**src/rtl/pdu_tx_parser_pkg.sv**
```systemverilog
// Shared types and constants for the PDU TX parser and its RX counterpart.
// The descriptor layout matches the PCIe-side TX descriptor FIFO word.
package pdu_tx_parser_pkg;

  localparam int APP_IDX_WIDTH = 8;
  localparam int FLIT_BYTES    = 64;
  localparam int FLIT_BITS     = FLIT_BYTES * 8;

  typedef struct packed {
    logic [APP_IDX_WIDTH-1:0] queue_id;
    logic [15:0]              size_bytes;
  } tx_desc_t;

  // Unused bytes in the final flit; a whole number of flits leaves none.
  function automatic logic [5:0] eop_empty(input logic [15:0] size_bytes);
    return 6'(7'd64 - {1'b0, size_bytes[5:0]});
  endfunction

endpackage

```
**src/rtl/pdu_tx_parser_byte_swap.sv**
```systemverilog
// Reverses the byte order of a 512-bit flit (PCIe order <-> MAC order).
// The mapping is its own inverse, so the RX generator can reuse it as is.
module byte_swap_512
  import pdu_tx_parser_pkg::*;
(
  input  logic [FLIT_BITS-1:0] data,
  output logic [FLIT_BITS-1:0] swapped
);

  for (genvar i = 0; i < FLIT_BYTES; i++) begin : g_byte
    assign swapped[FLIT_BITS-1-8*i -: 8] = data[8*i +: 8];
  end

endmodule

```
**src/rtl/pdu_tx_parser.sv**
```systemverilog
// Pops TX descriptors and their flits from the PCIe TX FIFOs and emits a
// byte-reordered Avalon-ST packet stream toward the MAC TX adapter.
module pdu_tx_parser
  import pdu_tx_parser_pkg::*;
#(
  parameter int MAX_PKT_BYTES = 9600,
  parameter int FLIT_BYTES    = pdu_tx_parser_pkg::FLIT_BYTES
) (
  input  logic                     clk,
  input  logic                     rst,
  input  logic                     desc_valid,
  input  tx_desc_t                 desc_data,
  output logic                     desc_ready,
  input  logic                     flit_valid,
  input  logic [511:0]             flit_data,
  output logic                     flit_ready,
  output logic [511:0]             out_data,
  output logic                     out_sop,
  output logic                     out_eop,
  output logic [5:0]               out_empty,
  output logic                     out_valid,
  input  logic                     out_ready,
  output logic [APP_IDX_WIDTH-1:0] out_queue_id,
  output logic [31:0]              pkt_cnt,
  output logic [31:0]              drop_cnt
);

  localparam logic [0:0] ST_IDLE = 1'b0;
  localparam logic [0:0] ST_DATA = 1'b1;

  logic [0:0]               state;
  logic [APP_IDX_WIDTH-1:0] queue_id_q;
  logic [7:0]               flits_left;
  logic [5:0]               last_empty;
  logic                     first;

  logic [31:0]  size_ext;
  logic         size_ok;
  logic         can_load;
  logic         last_flit;
  logic [511:0] swapped;

  assign size_ext  = 32'(desc_data.size_bytes);
  assign size_ok   = (size_ext != 32'd0) && (size_ext <= 32'(MAX_PKT_BYTES));
  assign can_load  = !out_valid || out_ready;
  assign last_flit = (flits_left == 8'd1);

  assign desc_ready = (state == ST_IDLE) && desc_valid;
  assign flit_ready = (state == ST_DATA) && flit_valid && can_load;

  byte_swap_512 u_swap (
    .data    (flit_data),
    .swapped (swapped)
  );

  always_ff @(posedge clk) begin
    if (rst) begin
      state      <= ST_IDLE;
      queue_id_q <= '0;
      flits_left <= '0;
      last_empty <= '0;
      first      <= 1'b0;
      pkt_cnt    <= '0;
      drop_cnt   <= '0;
    end else begin
      case (state)
        ST_IDLE: begin
          if (desc_ready) begin
            // Illegal lengths are consumed without touching the flit FIFO.
            if (size_ok) begin
              queue_id_q <= desc_data.queue_id;
              flits_left <= 8'((size_ext + 32'(FLIT_BYTES) - 32'd1) / 32'(FLIT_BYTES));
              last_empty <= eop_empty(desc_data.size_bytes);
              first      <= 1'b1;
              state      <= ST_DATA;
            end else begin
              drop_cnt <= drop_cnt + 32'd1;
            end
          end
        end
        ST_DATA: begin
          if (flit_ready) begin
            first      <= 1'b0;
            flits_left <= flits_left - 8'd1;
            if (last_flit) begin
              pkt_cnt <= pkt_cnt + 32'd1;
              state   <= ST_IDLE;
            end
          end
        end
        default: state <= ST_IDLE;
      endcase
    end
  end

  // Output register: loads on every flit pop, holds while stalled.
  always_ff @(posedge clk) begin
    if (rst) begin
      out_valid    <= 1'b0;
      out_sop      <= 1'b0;
      out_eop      <= 1'b0;
      out_empty    <= '0;
      out_queue_id <= '0;
    end else if (flit_ready) begin
      out_valid    <= 1'b1;
      out_sop      <= first;
      out_eop      <= last_flit;
      out_empty    <= last_flit ? last_empty : 6'd0;
      out_queue_id <= queue_id_q;
    end else if (out_ready) begin
      out_valid <= 1'b0;
    end
  end

  always_ff @(posedge clk) begin
    if (flit_ready) begin
      out_data <= swapped;
    end
  end

endmodule
```
**config.mk**
```make
export PLATFORM = sky130hd
export DESIGN_NAME = pdu_tx_parser
export DESIGN_NICKNAME = d
export VERILOG_FILES = /design/src/rtl/pdu_tx_parser_pkg.sv /design/src/rtl/pdu_tx_parser_byte_swap.sv /design/src/rtl/pdu_tx_parser.sv
export SDC_FILE = /design/constraint.sdc
export NUM_CORES = 1
export LEC_CHECK = 0
export CORE_AREA = 2 2 438 440
export DETAILED_ROUTE_END_ITERATION = 6
export DIE_AREA = 0 0 440 442
export DONT_BUFFER_PORTS = 1
export GPL_TIMING_DRIVEN = 0
export PLACE_DENSITY_LB_ADDON = 0.05
export SLEW_MARGIN = 15
export SYNTH_ARGS = -nofsm -noshare
export SYNTH_HDL_FRONTEND = slang
export SYNTH_SLANG_ARGS = --single-unit
```
**constraint.sdc**
```tcl
create_clock -name clk -period 27.8 [get_ports clk]
set_clock_uncertainty 0.2 [all_clocks]
set_input_delay 4.17 -clock clk [delete_from_list [all_inputs] [get_ports clk]]
set_output_delay 4.17 -clock clk [all_outputs]
set_load 0.05 [all_outputs]
```
Yosys cells after proc, flatten, opt, wreduce, memory -nomap -nowiden
Index checks and enable logic that the tools add are counted.
Widths: inputs -> output; s select.
{ "word_totals": {"elab_cells": 54, "output_inout_bits": 595, "input_bits": 541, "regBits": 617} }
{ "classes": {"mux": 16, "add_sub_neg": 6, "n_lt_le_gt_ge": 1, "reduce_logical": 12, "bitwise": 2, "n_eq_ne": 4} }
{ "ops": {"columns": ["op", "n"], "rows": [
  ["$add 32x1->32 const B", 2],
  ["$reduce_bool 32->1", 1],
  ["$mux 8", 3],
  ["$le 16x14->1 const B", 1],
  ["$pmux 8 s2", 1],
  ["$add 14x7->14 const B", 1],
  ["$sub 14x1->14 const B", 1],
  ["$reduce_and 3->1", 4],
  ["$mux 1", 9],
  ["$eq 8x1->1 const B", 1],
  ["$sub 8x1->8 const B", 1],
  ["$mux 6", 1],
  ["$ne 2x2->1 const B", 3],
  ["$sub 1x6->6 const A", 1],
  ["$logic_and 1x1->1", 4],
  ["$pmux 1 s2", 2],
  ["$not 1->1", 2],
  ["$reduce_bool 2->1", 1],
  ["$logic_not 1->1", 1],
  ["$logic_or 1x1->1", 1]
]} }

Depth between registers and ports, before layout
Gate-level depths: netlist (run 1).
{ "logic_depth": {"ltp_word": 5, "depth_mapped": 9, "mapped_depth_nobuf": 7} }

Hierarchy
A second synthesis (run 1) with hierarchy kept.
{ "hier_totals": {"cells_unflattened": 1665, "hier_area_um2": 24423.4} }
{ "by_module_without_submodules": {"columns": ["mod", "instances", "cells_per_inst", "area_each_um2", "seq_area_each_um2"], "rows": [
  ["pdu_tx_parser", 1, 1153, 20579.7, 17476.8],
  ["byte_swap_512", 1, 512, 3843.7, 0.0]
]} }

Worst setup path before layout (run 1)
OpenSTA, ideal clock, no wires.
{ "synth_path": {"path_kind": "input port to output port", "startpoint": "input port out_ready", "endpoint": "output port flit_ready", "n_path_buf": 1, "t_arrival_ns": 18.936, "path_slack_ns": 4.494, "required_ns": 23.430, "cell_stages": 4, "path_cell_list": "nand2b_1 > nand3_1 > inv_1 > clkbuf_1"} }
{ "synth_between": {"elab_chain_len": 2} }
{ "synth_rtl": {"columns": ["item", "line_no", "source"], "rows": [
  ["start, declared", "pdu_tx_parser.sv:22", "input logic out_ready,"],
  ["$logic_or 1x1->1", "pdu_tx_parser.sv:45", "assign can_load = !out_valid || out_ready;"],
  ["$logic_and 1x1->1", "pdu_tx_parser.sv:49", "assign flit_ready = (state == ST_DATA) && flit_valid && can_load;"],
  ["end, declared", "pdu_tx_parser.sv:16", "output logic flit_ready,"]
]} }
Every way passes these cells.

Final worst setup path (run 1)
Same ends and word-level chain as after synthesis.

==> results of run 1 <==
[worst min-delay path, stage by stage (launching register included)]
cell	delay (ps)
dfxtp_1	310
nand2_1	50
a21oi_1	50
[final timing paths]
check,cells after the start,startpoint,to
worst max-delay path,6,out_ready,flit_ready
worst min-delay path,2,last_empty[4],last_empty[4]
worst max register to register,10,state,out_data[475]
worst min register to register,2,last_empty[4],last_empty[4]
[cell type report]
class | count | area share (%)
antenna | 7 | 0.0648
buffer | 36 | 0.588
clock buffer | 100 | 8.22
clock inverter | 56 | 2.79
inverter | 21 | 0.292
multi-input combinational | 479 | 10.6
sequential | 617 | 64.7
tap | 2511 | 11.6
timing repair buffer | 12 | 1.14
[cell usage after synthesis, drive strengths merged, types with 2 or more instances]
cell type / count / area, µm²
edfxtp: 512 / 15400
dfxtp: 105 / 2100
nand2: 77 / 289
a21oi: 73 / 365
nor2: 37 / 141
nand3: 34 / 170
o21ai: 31 / 155
nand4: 28 / 175
clkbuf: 27 / 101
or3: 22 / 138
inv: 21 / 78.8
or4: 21 / 161
o31ai: 20 / 164
xnor2: 16 / 140
nor3: 14 / 75.1
xor2: 13 / 114
and3: 12 / 75.1
and4: 9 / 78.8
buf: 9 / 53.8
nor4: 8 / 71.3
a22oi: 6 / 45.0
ha: 6 / 75.1
nor2b: 5 / 31.3
a211o: 4 / 35.0
nand4b: 4 / 35.0
a211oi: 3 / 35.0
a21boi: 3 / 22.5
a221oi: 3 / 26.3
a31oi: 3 / 18.8
and2: 3 / 18.8
nand2b: 3 / 18.8
nand3b: 3 / 22.5
a2111oi: 2 / 17.5
a31o: 2 / 17.5
mux2: 2 / 22.5
o311ai: 2 / 35.0
or2: 2 / 12.5
[stage by stage]
stage	cell area (µm²)	worst slack (ps)	setup TNS (ps)
CTS	27000	17640	0
detailed placement	24000	17650	0
finish	27000	17740	0
global placement	23700	-3860	-632670
global route	27000	17570	0
floorplan	20600	4490	0
[kinds of logic (layout without fill, tap and decap cells)]
group | Yosys count | count (layout) | share of synthesized area [%]
AOI/OAI and AO/OA | 159 | 159 | 4.83
xor gates and xnor gates | 29 | 29 | 1.23
adders and majority gates | 6 | 6 | 0.365
buffers and inverters | 57 | 225 | 1.14
DFF | 617 | 617 | 84.9
muxes | 3 | 3 | 0.158
other | 0 | 7 | 0
and+or+nand+nor | 282 | 282 | 7.36
[registers in the layout (all words and copies together), names as in the netlist, 6 cells and up]
register and cells:
drop_cnt 32, flits_left 8, last_empty 6, out_data 512, out_empty 6, out_queue_id 8
pkt_cnt 32, queue_id_q 8
[layer usage]
metal | global-route usage, % | vias to the layer above
li1 | - | 4700
met3 | 3.70 | 156
met5 | 0 | -
met1 | 9.79 | 5813
met4 | 2.90 | 4
met2 | 21.5 | 663
[power by group]
part / internal, µW / switching, µW
logic: 7.92 / 23.7
registers: 1020 / 49.8
clock network: 701 / 475
total: 1730 / 549
==> reports/results.ini, run 1 <==
[status]
status = finished clean

[route]
routed_via_density = 2.95
wl_met1_mm = 34.7
ant_nets = 0
wl_met3_mm = 8.85
routed-via-count = 11336
drtIter0Drc = 613
wl_met2_mm = 62.6
post_drt_wl_per_cell_um = 28.3
dr.pass1.iters = 4
top_layer = met5
drt_wl_total_mm = 108
drc_errors = 0

[floorplan]
fp.dieArea_um2 = 194000
start_util_pct = 10.9
core_area_um2 = 190000
io_pins = 1136
die-height_um = 442
rows = 160
die_w_um = 440

[place]
port_buffers = 0
dp.cells = 3676
gp_congestion = 0.777
dp_hpwl_mm = 88.0

[timing]
worst_pin_slew_ps = 1060
rsz0062_at_grt = false
slew-limit-headroom_pct = 28.8
period_needed_ps = 10060
setup_violations = 0
drv_slew = 0
fmax_mhz = 99.4
period_share_pct = 36.2
hold_ws_ps = 254
hold_violations = 0

[cells_and_area]
nets = 1798
multi_input_area_um2 = 2870
seq_area_um2 = 17500
post-route-util_pct = 14.3
area_growth_syn_to_layout_pct = 31.3
final_common_cell = edfxtp_1
final_cell_mix = edfxtp_1, dfxtp_1, clkbuf_16, nand2_1, a21oi_1
fillerInstances = 20869
instances_no_fill = 3839
drive_gt1_share_pct = 13.2

[clocking]
clock_path_buffers = 3
numCtsBuffers = 84
insertion_delay_ps = 710
postCtsSetupBuffers = 0
cts_root_buffer = clkbuf_16
htreeDepth = 3
cts_tree = done
cts_sinks = 617
path_clk_slew_ps = 50
hold_buffers = 0
cts_resized = 0

[yosys]
netlist_area_um2 = 20600
yosys_warnings = 0
async_flop_share_pct = 0
synth_edf_count = 512
syn_avg_cell_area_um2 = 17.8
synth.distinct_cells = 56
syn_inst = 1153
seq_area_frac_synth_pct = 84.9
synth_nets = 1700
ys_ff_latch = 617
synth_flop_cell = edfxtp_1

[setup_path]
crit_type = in -> out
path_max_fanout = 48
critPathLaunchType = input pin
worstPathRequired_ps = 23430
cpPeakStageDelay_ps = 300
worstSetupEndpointType = output pin
cpMaxStageDelayCell = nand3_1
cp_cell_sequence = nand2b_1, nand3_1, inv_1, clkbuf_4, buf_16, buf_16
crit_family = buffers and inverters
rrSetupSlack_ps = 23960
crit_buf_inv = 4
cpMostUsedCell = buf_16
crit_arrival_ps = 5690

[power_and_ir_drop]
peakVddDrop_uv = 38.1
p_total_uw = 2280
power.density_nw_per_um2 = 84.2
p_leak_uw = 0.00777

[worst_hold_path]
min_path_type = reg -> reg

[flow_run]
cap_viol_max_count = 0

[global_route]
antenna_found_initial = 43
gr-usage-all-layers_pct = 10.6
grt_overflow = 0
grt_max_degree = 59
grt_first_pass_wirelength_mm = 134
grt_pass1_vias = 11289

(Power assumes the default switching activity.)
==> run 2, diff against run 1 <==
- clock period: 27.8 -> 10.3 ns (I/O delays scaled with it)
==> reports/results.ini, run 2 (same netlist as run 1, synthesis figures left out) <==
[status]
status = finished clean  ; unchanged

[timing]
worst_pin_slew_ps = 1040  ; was 1060 ps
fmax_mhz = 204
setup_violations = 0  ; unchanged
slew-limit-headroom_pct = 30.7  ; was 28.8%
period_share_pct = 47.7
hold_violations = 0  ; unchanged
tns_ps = 0  ; unchanged
rsz0062_at_grt = false  ; unchanged
drv_slew = 0  ; unchanged
period_needed_ps = 4910

[cells_and_area]
final_cell_mix = edfxtp_1, dfxtp_1, clkbuf_16, nand2_1, a21oi_1  ; unchanged
reg_top3 = out_data (512), drop_cnt (32), pkt_cnt (32)  ; unchanged
largest_reg_flops = 512  ; unchanged
drive_gt1_share_pct = 10.9  ; was 13.2%
regMostFlops = out_data  ; unchanged
multi_input_area_um2 = 2870  ; unchanged
nets = 1792  ; was 1798
area_growth_syn_to_layout_pct = 29.2  ; was 31.3%
final_common_cell = edfxtp_1  ; unchanged
instances_no_fill = 3835  ; was 3839
final_area_um2 = 26600  ; was 27000 µm²
post-route-util_pct = 14.0  ; was 14.3%
seq_area_um2 = 17500  ; unchanged
fillerInstances = 20869  ; unchanged

[global_route]
gr-usage-all-layers_pct = 10.9  ; was 10.6%
antenna_found_initial = 51  ; was 43
grt_max_degree = 145  ; was 59
grt_first_pass_wirelength_mm = 137  ; was 134 mm
grt_overflow = 0  ; unchanged
grt_pass1_vias = 11322  ; was 11289

[floorplan]
die_w_um = 440  ; unchanged
core_area_um2 = 190000  ; unchanged
fp.dieArea_um2 = 194000  ; unchanged
rows = 160  ; unchanged
io_pins = 1136  ; unchanged
start_util_pct = 10.9  ; unchanged
die-height_um = 442  ; unchanged

[place]
gp_congestion = 0.781  ; was 0.777
dp.cells = 3668  ; was 3676
dp_hpwl_mm = 89.3  ; was 88.0 mm
port_buffers = 0  ; unchanged
dpl-instance-area_um2 = 23900  ; was 24000 µm²

[setup_path]
rrSetupSlack_ps = 6850  ; was 23960 ps
crit_arrival_ps = 3170  ; was 5690 ps
path_max_fanout = 144  ; was 48
worstSetupEndpointType = output pin  ; unchanged
worstPathRequired_ps = 8560  ; was 23430 ps
crit_type = in -> out  ; unchanged
critPathLaunchType = input pin  ; unchanged

[clocking]
path_clk_slew_ps = 50  ; about the same
cts_tree = done  ; unchanged
cts_resized = 0  ; unchanged
cts_root_buffer = clkbuf_16  ; unchanged
postCtsSetupBuffers = 0  ; unchanged
numCtsBuffers = 85  ; was 84
insertion_delay_ps = 720  ; was 710 ps
cts_sinks = 617  ; unchanged
clock_path_buffers = 3  ; unchanged
hold_buffers = 0  ; unchanged
htreeDepth = 3  ; unchanged

[route]
dr.pass1.iters = 5  ; was 4
post_drt_wl_per_cell_um = 28.8  ; was 28.3 µm
drt_wl_total_mm = 110  ; was 108 mm
drtIter0Drc = 753  ; was 613
routed_via_density = 2.98  ; was 2.95
routed-via-count = 11435  ; was 11336
drc_errors = 0  ; unchanged
ant_nets = 0  ; unchanged

[power_and_ir_drop]
peakVddDrop_uv = 107  ; was 38.1 µV
p_total_uw = 5850  ; was 2280 µW
p_leak_uw = 0.00759  ; was 0.00777 µW
power.density_nw_per_um2 = 220  ; was 84.2 nW/µm²

[worst_hold_path]
min_path_type = reg -> reg  ; unchanged

[flow_run]
cap_viol_max_count = 0  ; unchanged

run 2: cell count changes in the layout (fill, tap and decap cells not counted), sizes merged:
cell,before,now
diode,7,8
bufinv,13,3
clkbuf,127,139
inv,28,27
buf,21,14
clkinvlp,9,0
clkinv,27,37
run 2: stage by stage:
step / hold WS, ps / setup slack (ps)
final: 255 / 5390
after global routing: 268 / 5210
after CTS: 253 / 5320
after detailed placement: 249 / 5360
after global placement: 253 / 445
after floorplan: 232 / 2860
run 2: critical path, stage by stage:
cell       delay (ps)
nand2b_1          100
nand3_1           300
inv_1             290
clkbuf_16         220
buf_16            530
run 2: where the power goes:
part / internal, µW / switching [µW] / leakage, µW
sequential: 2750 / 135 / 0.00547
clock: 1660 / 1230 / 0.00132
combinational: 18.2 / 62.8 / 0.000790
total: 4430 / 1420 / 0.00759
run 2: final cells by class:
class                      instances  area share (%)
sequential                       617            65.7
tap                             2511            11.8
multi-input combinational        479            10.8
clock buffer                     112            8.65
clock inverter                    46            1.53
buffer                            36           0.664
timing repair buffer               5           0.442
inverter                          21           0.296
antenna                            8          0.0753
run 2: layer usage:
layer	vias up	global-route usage, %	wire, µm
li1	4692	-	-
met1	5880	9.94	34500
met2	680	21.9	63800
met3	171	3.83	9370
met4	12	3.14	2640
met5	-	0	78
run 2: path summary, 6_finish.rpt:
path                      start              end  cells after the start
hold reg to reg   queue_id_q[6]  out_queue_id[6]                      2
setup / recovery      out_ready       flit_ready                      5
hold / removal    queue_id_q[6]  out_queue_id[6]                      2
setup reg to reg          state    out_data[153]                      6
==> run 3, diff against run 2 <==
- clock period: 10.3 -> 4.58 ns (I/O delays scaled with it)
==> reports/results.ini, run 3 (same netlist as run 1, synthesis figures left out) <==
[status]
status = finished clean  ; unchanged

[clocking]
path_clk_slew_ps = 60  ; was 50 ps
cts_root_buffer = clkbuf_16  ; unchanged
cts_tree = done  ; unchanged
numCtsBuffers = 85  ; unchanged
cts_resized = 0  ; unchanged
htreeDepth = 3  ; unchanged
clock_path_buffers = 3  ; unchanged
insertion_delay_ps = 700  ; was 720 ps
cts_sinks = 617  ; unchanged

[timing]
rsz0062_at_grt = false  ; unchanged
worst_pin_slew_ps = 1100  ; was 1040 ps
fmax_mhz = 256
period_share_pct = 85.2
hold_violations = 0  ; unchanged
drv_slew = 0  ; unchanged
period_needed_ps = 3900
slew-limit-headroom_pct = 26.3  ; was 30.7%
setup_ws_ps = 677  ; was 5390 ps
setup_violations = 0  ; unchanged

[power_and_ir_drop]
intPower_uw = 10400  ; was 4430 µW
switching_share_pct = 24.2  ; was 24.3%
peakVddDrop_uv = 278  ; was 107 µV
seq_power_share_pct = 47.4  ; was 49.3%
power.density_nw_per_um2 = 430  ; was 220 nW/µm²
power.switching_uw = 3300  ; was 1420 µW
p_leak_uw = 0.00975  ; was 0.00759 µW
clkPwrFrac_pct = 48.1  ; was 49.4%
p_total_uw = 13700  ; was 5850 µW
pwr-share-comb_pct = 4.5  ; was 1.4%

[place]
port_buffers = 0  ; unchanged
detailedPlace.worstSlack_ps = 627  ; was 5360 ps
dp_hpwl_mm = 91.8  ; was 89.3 mm
gp_congestion = 0.833  ; was 0.781

[floorplan]
fp.dieArea_um2 = 194000  ; unchanged
io_pins = 1136  ; unchanged
core_area_um2 = 190000  ; unchanged
die-height_um = 442  ; unchanged
die_w_um = 440  ; unchanged
start_util_pct = 10.9  ; unchanged
rows = 160  ; unchanged

[setup_path]
cpMaxStageDelayCell = buf_16  ; unchanged
cpPeakStageDelay_ps = 510  ; was 530 ps
critPathLaunchType = flop  ; was input pin
timing.rr.end = out_data[92]  ; was out_data[153]
path_max_fanout = 149  ; was 144
worstSetupEndpointType = flop  ; was output pin
cpMostUsedCell = buf_16
r2r_cells = 6  ; unchanged
worstReg2RegStart = state  ; unchanged
crit_arrival_ps = 4010  ; was 3170 ps
rrSetupSlack_ps = 680  ; was 6850 ps
cp_cell_sequence = clkbuf_1, nand3_1, inv_1, clkbuf_16, buf_16, buf_16  ; was nand2b_1, nand3_1, inv_1, clkbuf_16, buf_16
worstPathRequired_ps = 4680  ; was 8560 ps
crit_type = reg -> reg  ; was in -> out

[global_route]
gr-usage-all-layers_pct = 11.3  ; was 10.9%
grt_first_pass_wirelength_mm = 146  ; was 137 mm
grt_max_degree = 150  ; was 145
antenna_found_initial = 22  ; was 51
grt_overflow = 0  ; unchanged
grt_pass1_vias = 13906  ; was 11322

[flow_run]
cap_viol_max_count = 0  ; unchanged

[cells_and_area]
drive_gt1_share_pct = 7.90  ; was 10.9%
fillerInstances = 20794  ; was 20869
final_cell_mix = dlygate4sd3_1, edfxtp_1, dfxtp_1, clkbuf_16, nand2_1  ; was edfxtp_1, dfxtp_1, clkbuf_16, nand2_1, a21oi_1
regMostFlops = out_data  ; unchanged
final_common_cell = dlygate4sd3_1  ; was edfxtp_1
area_growth_syn_to_layout_pct = 54.5  ; was 29.2%
largest_reg_flops = 512  ; unchanged
post-route-util_pct = 16.8  ; was 14.0%
nets = 2313  ; was 1792
reg_top3 = out_data (512), drop_cnt (32), pkt_cnt (32)  ; unchanged

[route]
wl_met2_mm = 65.4  ; was 63.8 mm
wl_met3_mm = 8.44  ; was 9.37 mm
ant_nets = 0  ; unchanged
top_layer = met5  ; unchanged
routed-via-count = 13423  ; was 11435
drc_errors = 0  ; unchanged
drtIter0Drc = 727  ; was 753
drt_wl_total_mm = 115  ; was 110 mm
dr.pass1.iters = 5  ; unchanged
post_drt_wl_per_cell_um = 26.5  ; was 28.8 µm
routed_via_density = 3.08  ; was 2.98
wl_met1_mm = 38.6  ; was 34.5 mm

[worst_hold_path]
min_path_type = in -> reg  ; was reg -> reg
hold_end = last_empty[5]  ; was out_queue_id[6]
min_path_cells = 3  ; was 2
worstHoldStart = desc_data[5]  ; was queue_id_q[6]

-- run 3: worst max-delay path, delay by kind of cell (launching register included) --
family,cells,cell delay (ps)
AND/OR/NAND/NOR,1,410
buffers and inverters,5,2050
flip-flops,1,330
-- run 3: layer usage --
| metal | track usage (%) | vias up |
|---|---|---|
| li1 | - | 5735 |
| met1 | 10.8 | 6892 |
| met3 | 3.47 | 137 |
| met2 | 22.4 | 651 |
| met4 | 3.55 | 8 |
| met5 | 0 | - |
-- run 3: power groups by stage --
| stage | logic (µW) | clock network, µW | registers (µW) |
|---|---|---|---|
| CTS | 635 | 6910 | 6490 |
| finish | 613 | 6570 | 6480 |
| global route | 656 | 7080 | 6480 |
| floorplan | 113 | 0 | 6550 |
| detailed placement | 190 | 0 | 6610 |
| global placement | 186 | 0 | 6630 |
-- run 3: how the worst max path moves through the flow --
stage / depth (start not counted) / from / end / slack [ps]
3_5_place_dp: 6 / state / out_data[29] / 630
6_report: 6 / state / out_data[92] / 680
4_1_cts: 6 / state / out_data[29] / 590
2_1_floorplan: 4 / out_ready / flit_ready / 390
5_1_grt: 6 / state / out_data[92] / 400
3_3_place_gp: 6 / state / out_queue_id[6] / -1370
-- run 3: final cells by class --
class                           instances  area [µm²]  area share [%]
Tap cell                             2511        3140            9.88
Inverter                               21        78.8           0.248
Antenna cell                            5        12.5          0.0393
Timing Repair Buffer                  526        5320            16.7
Clock inverter                         48         454            1.43
Buffer                                 36         176           0.555
Clock buffer                          109        2270            7.14
Multi-Input combinational cell        479        2870            9.02
Sequential cell                       617       17500            55.0
-- run 3: timing repair --
action / 4_1_cts / 5_1_grt
buffers inserted: 0 / 0
hold buffers: 523 / 0
endpoints found under the setup margin: 0 / 0
hold endpoints to repair: 522 / 0
-- run 3: per-stage QoR --
stage,std cells,TNS [ps],instance area (µm²),hold WS (ps)
after global routing,4349,0,31800,69.8
after floorplan,1153,0,20600,232
final,4352,0,31800,111
after detailed placement,3667,0,23800,252
after CTS,4347,0,31800,19.6
after global placement,3664,-543830,23700,258
